--- config.mk ---
export PLATFORM = sky130hd
export DESIGN_NAME = fetch_stage_flat
export DESIGN_NICKNAME = d
export VERILOG_FILES = /design/src/rtl/fetch_stage_if.sv /design/src/rtl/fetch_stage.sv /design/src/flat_wrapper.sv
export SDC_FILE = /design/constraint.sdc
export NUM_CORES = 1
export LEC_CHECK = 0
export ABC_AREA = 1
export BUFFER_PORTS_ARGS = -buffer_cell sky130_fd_sc_hd__buf_2
export CORE_UTILIZATION = 40
export DETAILED_ROUTE_END_ITERATION = 7
export PLACE_DENSITY_LB_ADDON = 0.2
export SYNTH_ARGS = -nofsm -noshare
export SYNTH_HDL_FRONTEND = slang
export SYNTH_SLANG_ARGS = --single-unit
export TNS_END_PERCENT = 20
--- constraint.sdc ---
create_clock -name clk -period 11.29 [get_ports clk]
set_input_delay 1.129 -clock clk [delete_from_list [all_inputs] [get_ports clk]]
set_output_delay 1.129 -clock clk [all_outputs]
set_load 0.01 [all_outputs]
--- src/rtl/fetch_stage_if.sv ---
// fetch_stage_if -- handshake bundle between the fetch stage, instruction
// memory, the execute-stage redirect and the decode stage.
//   master : fetch stage side (drives imem request and decode outputs)
//   slave  : environment side (memory, execute and decode)
interface fetch_stage_if #(
    parameter int DATA_WIDTH = 32
);
    logic                  imem_req;
    logic [DATA_WIDTH-1:0] imem_addr;
    logic [DATA_WIDTH-1:0] imem_rdata;
    logic                  redirect_valid;
    logic [DATA_WIDTH-1:0] redirect_pc;
    logic                  id_valid;
    logic                  id_ready;
    logic [DATA_WIDTH-1:0] id_instr;
    logic [DATA_WIDTH-1:0] id_pc;
    logic [DATA_WIDTH-1:0] id_pc_plus4;

    modport master (
        output imem_req, imem_addr, id_valid, id_instr, id_pc, id_pc_plus4,
        input  imem_rdata, redirect_valid, redirect_pc, id_ready
    );

    modport slave (
        input  imem_req, imem_addr, id_valid, id_instr, id_pc, id_pc_plus4,
        output imem_rdata, redirect_valid, redirect_pc, id_ready
    );
endinterface

--- src/rtl/fetch_stage.sv ---
// fetch_stage -- instruction fetch with a one-deep memory pipeline and a
// 2-entry {instr, pc} skid FIFO towards decode.
// Ports:
//   clk    : clock, all state updates on the rising edge
//   rst_n  : asynchronous active-low reset
//   bus    : fetch_stage_if.master
//            imem_req/imem_addr/imem_rdata : always-ready memory, data one cycle later
//            redirect_valid/redirect_pc     : taken branch/jump from execute
//            id_valid/id_ready/id_instr/id_pc/id_pc_plus4 : decode handshake
module fetch_stage #(
    parameter int                    DATA_WIDTH = 32,
    parameter logic [DATA_WIDTH-1:0] RESET_PC   = '0
) (
    input  logic           clk,
    input  logic           rst_n,
    fetch_stage_if.master  bus
);

    logic [DATA_WIDTH-1:0] pc_q, pc_d;
    logic                  inflight_q, inflight_d;
    logic [DATA_WIDTH-1:0] inflight_pc_q;
    logic [DATA_WIDTH-1:0] instr_q [2];
    logic [DATA_WIDTH-1:0] epc_q   [2];
    logic                  rd_ptr_q, rd_ptr_d;
    logic [1:0]            cnt_q, cnt_d;

    logic                  wr_ptr;
    logic                  push, pop, req;
    logic [1:0]            occ_after;

    // Tail slot is head + count modulo 2; at count 2 it aliases the head,
    // which is only written together with a pop, so order is preserved.
    assign wr_ptr = rd_ptr_q ^ cnt_q[0];

    assign bus.id_valid    = (cnt_q != 2'd0) && !bus.redirect_valid;
    assign bus.id_instr    = instr_q[rd_ptr_q];
    assign bus.id_pc       = epc_q[rd_ptr_q];
    assign bus.id_pc_plus4 = epc_q[rd_ptr_q] + DATA_WIDTH'(4);

    assign pop  = bus.id_valid && bus.id_ready;
    assign push = inflight_q && !bus.redirect_valid;

    // Slots committed after this edge: surviving entries plus the response
    // landing now. Counting the in-flight response keeps the FIFO from overflowing.
    assign occ_after = cnt_q - {1'b0, pop} + {1'b0, inflight_q};

    // rst_n gates the request so nothing is issued while reset is held.
    assign req = rst_n && !bus.redirect_valid && (occ_after < 2'd2);

    assign bus.imem_req  = req;
    assign bus.imem_addr = pc_q;

    always_comb begin
        pc_d       = pc_q;
        inflight_d = req;
        rd_ptr_d   = rd_ptr_q;
        cnt_d      = cnt_q;
        if (bus.redirect_valid) begin
            // Redirect wins over push and pop; the in-flight response is dropped.
            pc_d     = {bus.redirect_pc[DATA_WIDTH-1:2], 2'b00};
            rd_ptr_d = 1'b0;
            cnt_d    = 2'd0;
        end else begin
            if (req) pc_d = pc_q + DATA_WIDTH'(4);
            if (pop) rd_ptr_d = ~rd_ptr_q;
            cnt_d = cnt_q + {1'b0, push} - {1'b0, pop};
        end
    end

    always_ff @(posedge clk or negedge rst_n) begin
        if (!rst_n) begin
            pc_q       <= RESET_PC;
            inflight_q <= 1'b0;
            rd_ptr_q   <= 1'b0;
            cnt_q      <= 2'd0;
        end else begin
            pc_q       <= pc_d;
            inflight_q <= inflight_d;
            rd_ptr_q   <= rd_ptr_d;
            cnt_q      <= cnt_d;
        end
    end

    // Payload storage needs no reset: occupancy qualifies every read.
    always_ff @(posedge clk) begin
        if (req) inflight_pc_q <= pc_q;
        if (push) begin
            instr_q[wr_ptr] <= bus.imem_rdata;
            epc_q[wr_ptr]   <= inflight_pc_q;
        end
    end

endmodule

--- src/flat_wrapper.sv ---
// flat-port wrapper written by rule: the top's interface ports become plain ports
module fetch_stage_flat 
#(
    parameter int                    DATA_WIDTH = 32,
    parameter logic [DATA_WIDTH-1:0] RESET_PC   = '0
)
  (clk, rst_n, bus_imem_req, bus_imem_addr, bus_id_valid, bus_id_instr, bus_id_pc, bus_id_pc_plus4, bus_imem_rdata, bus_redirect_valid, bus_redirect_pc, bus_id_ready);
  fetch_stage_if #(.DATA_WIDTH(DATA_WIDTH)) bus_i ();
  input  logic clk;
  input  logic rst_n;
  output wire logic [$bits(bus_i.imem_req)-1:0] bus_imem_req;
  output wire logic [$bits(bus_i.imem_addr)-1:0] bus_imem_addr;
  output wire logic [$bits(bus_i.id_valid)-1:0] bus_id_valid;
  output wire logic [$bits(bus_i.id_instr)-1:0] bus_id_instr;
  output wire logic [$bits(bus_i.id_pc)-1:0] bus_id_pc;
  output wire logic [$bits(bus_i.id_pc_plus4)-1:0] bus_id_pc_plus4;
  input wire logic [$bits(bus_i.imem_rdata)-1:0] bus_imem_rdata;
  input wire logic [$bits(bus_i.redirect_valid)-1:0] bus_redirect_valid;
  input wire logic [$bits(bus_i.redirect_pc)-1:0] bus_redirect_pc;
  input wire logic [$bits(bus_i.id_ready)-1:0] bus_id_ready;
  assign bus_imem_req = bus_i.imem_req;
  assign bus_imem_addr = bus_i.imem_addr;
  assign bus_id_valid = bus_i.id_valid;
  assign bus_id_instr = bus_i.id_instr;
  assign bus_id_pc = bus_i.id_pc;
  assign bus_id_pc_plus4 = bus_i.id_pc_plus4;
  assign bus_i.imem_rdata = bus_imem_rdata;
  assign bus_i.redirect_valid = bus_redirect_valid;
  assign bus_i.redirect_pc = bus_redirect_pc;
  assign bus_i.id_ready = bus_id_ready;
  fetch_stage #(.DATA_WIDTH(DATA_WIDTH), .RESET_PC(RESET_PC)) u_core (.clk(clk), .rst_n(rst_n), .bus(bus_i));
endmodule
==> results.cfg <==
[detailed_routing]
antenna_left = 0
wl_mm = 20.9
drt-initial-drc-count = 504
route.detailed.drc = 0
post_drt_wl_per_cell_um = 14.6
firstDrtPassIters = 5
viasPerCell = 4.70
vias = 6722

[global_route]
track_usage_pct = 18.9
antenna_found_initial = 1
grt_max_degree = 69
met2_usage_pct = 30.7
top_usage_layer = met2
grt_use_met1_pct = 25.9
met3_usage_pct = 3.25
grt_pass1_wl_mm = 32.2
grt.overflow.total = 0
first_global_vias = 6049

[job]
cap_violations = 0

[pwr]
cellLeakagePower_nw = 4.67
power_mw = 1.73
vdd_drop_max_v = 0.000107
p_per_area_nw_per_um2 = 163

[setup_path]
cp_data_required_time_ps = 10160
cpMaxStageDelayCell = buf_2
reg2reg_slack_ps = 8390
worstSetupStartpointType = primary input
r2r_cells = 11
cp-end-kind = primary output
worstReg2RegEnd = u_core.inflight_pc_q[4]
cp_cell_sequence = buf_2 -> nor2_1 -> nand2_1 -> inv_1 -> ha_1 -> nor2_1 -> inv_1 -> nand2_1 -> nand3_2 -> inv_2 -> buf_2
critPathMaxStageDelay_ps = 520
arrival_ps = 3190
timing.rr.start = u_core.cnt_q[1]
cp_max_fo = 37
crit_type = in -> out

[cts]
cts_hold_buf = 0
htree_levels = 4
cts_made_buffers = 17
insertion_delay_ps = 420
cts.repair.resized = 0
cts_tree = yes
clk_path_buf_depth = 2
clk_pin_slew_ps = 70
root_buffer = clkbuf_16
cts_sinks = 188
cts_setup_buffers = 0

[synthesis]
synthTopCellsByArea = edfxtp_1 52%, nand2_1 17%, dfrtp_1 9.6%
synth_top_area_cell = edfxtp_1
synth_common_cells = 398 x nand2_1, 154 x edfxtp_1, 86 x nor2_1
synth_cells = 948
synth_area_um2 = 8880
synth_seq_cells = 188
synth_top_area_share_pct = 52.1
synth_edf_count = 154
synth_top_flop_cell = edfxtp_1
seq_area_frac_synth_pct = 61.6
yosysWarningCount = 0
async_flop_share_pct = 18.1
synth_cell_types = 33
synth_area_per_cell_um2 = 9.37
yosysMostFrequentCell = nand2_1

[floorplan]
start_util_pct = 40.7
die_area_um2 = 22800
die_w_um = 151
row_count = 54
fp.dieH_um = 151
core_um2 = 21800
num_io_pins = 198

[place]
hpwl_mm = 14.4
gp_congestion = 0.934
portBuffers = 189

[sta]
skew_ps = 8.27
drv_slew = 0
period_share_pct = 38.2
hold_violations = 0
setup_viol = 0
period_needed_ps = 4320
tns_ps = 0
max_freq_mhz = 232
slew-limit-headroom_pct = 41.4
rsz0062_at_grt = no
worst_pin_slew_ps = 878

[min_path]
min_to = u_core.epc_q[1][18]
hp-class = reg -> reg
holdPathStages = 0
min_from = u_core.inflight_pc_q[18]

[finish]
area_growth_syn_to_layout_pct = 19.4
nNetsFinal = 1209
drive_gt1_share_pct = 23.9
nFillCells = 2100

[status]
run_status = completed
[routing by layer]
metal	wire, um	part of all wire [%]
met3	1030	4.9
met2	9930	48
met4	202	0.97
met1	9700	46
met5	0	0
[cell usage in the layout, fill, tap and decap left out, drive strengths merged]
cell	n
nand2	427
dfrtp	34
nor2	95
and2	2
clkinv	4
edfxtp	154
conb	6
a21o	1
clkbuf	17
a21oi	1
xnor2	10
clkinvlp	4
nand3	86
buf	194
or2	2
ha	5
inv	75
o21bai	5
xor2	19
o21ai	3
nor3	2
diode	1
nand4	2
[layout make-up]
type / count / area (um2) / area share (%)
Antenna cell: 1 / 2.50 / 0.0236
Clock buffer: 17 / 425 / 4.01
Clock inverter: 14 / 125 / 1.18
Inverter: 69 / 264 / 2.49
Multi-Input combinational cell: 666 / 2980 / 28.1
Sequential cell: 188 / 5480 / 51.6
Tap cell: 280 / 350 / 3.30
Timing Repair Buffer: 194 / 983 / 9.27
[metrics by stage]
stage          util, %  hold slack, ps  instances  setup WS [ps]  area (um2)
4_1_cts           48.6             443       1428           6960       10600
6_report          48.6             443       1429           6970       10600
5_1_grt           48.6             448       1429           6720       10600
3_5_place_dp      46.1             432       1397           6970       10100
2_1_floorplan        -             421        953           4950        8900
3_3_place_gp      46.1             423       1397           7040       10100
[state kept, by name, indices dropped and copies added (netlist names)]
register              flops
u_core.inflight_pc_q     30
u_core.inflight_q         1
u_core.instr_q           64
u_core.rd_ptr_q           1
u_core.epc_q             60
u_core.cnt_q              2
u_core.bus.imem_addr     30
[cells by family (layout without fill, tap and decap cells)]
| group | Yosys count | count (layout) | share of synthesized area (%) |
|---|---|---|---|
| other | 1 | 7 | 0.0422 |
| AND/OR/NAND/NOR | 616 | 616 | 28.8 |
| AO/OA/AOI/OAI | 10 | 10 | 0.775 |
| XOR/XNOR | 29 | 29 | 2.86 |
| buffers and inverters | 99 | 294 | 5.13 |
| adder cells (fa/ha/maj) | 5 | 5 | 0.704 |
| flip-flops | 188 | 188 | 61.6 |
[critical path: cells and delay by family]
kind	cells	cell delay [ps]
fa+ha+maj	1	260
buf+inv	5	960
simple gates	5	820
[report_power, final]
part / total (mW) / internal (mW) / switching, mW
logic: 0.314 / 0.108 / 0.206
clock network: 0.559 / 0.289 / 0.270
registers: 0.856 / 0.808 / 0.0474
total: 1.73 / 1.21 / 0.523
[how the worst max path moves through the flow]
| stage | start | slack, ps | to | depth (start not counted) |
|---|---|---|---|---|
| 5_1_grt | bus_redirect_valid | 6720 | bus_imem_req | 11 |
| 3_5_place_dp | bus_redirect_valid | 6970 | bus_imem_req | 11 |
| 3_3_place_gp | bus_redirect_valid | 7040 | bus_imem_req | 11 |
| 6_report | bus_redirect_valid | 6970 | bus_imem_req | 11 |
| 2_1_floorplan | bus_redirect_valid | 4950 | u_core.epc_q[1][10] | 3 |
| 4_1_cts | bus_redirect_valid | 6960 | bus_imem_req | 11 |
Power figures use the tool's default switching activity.
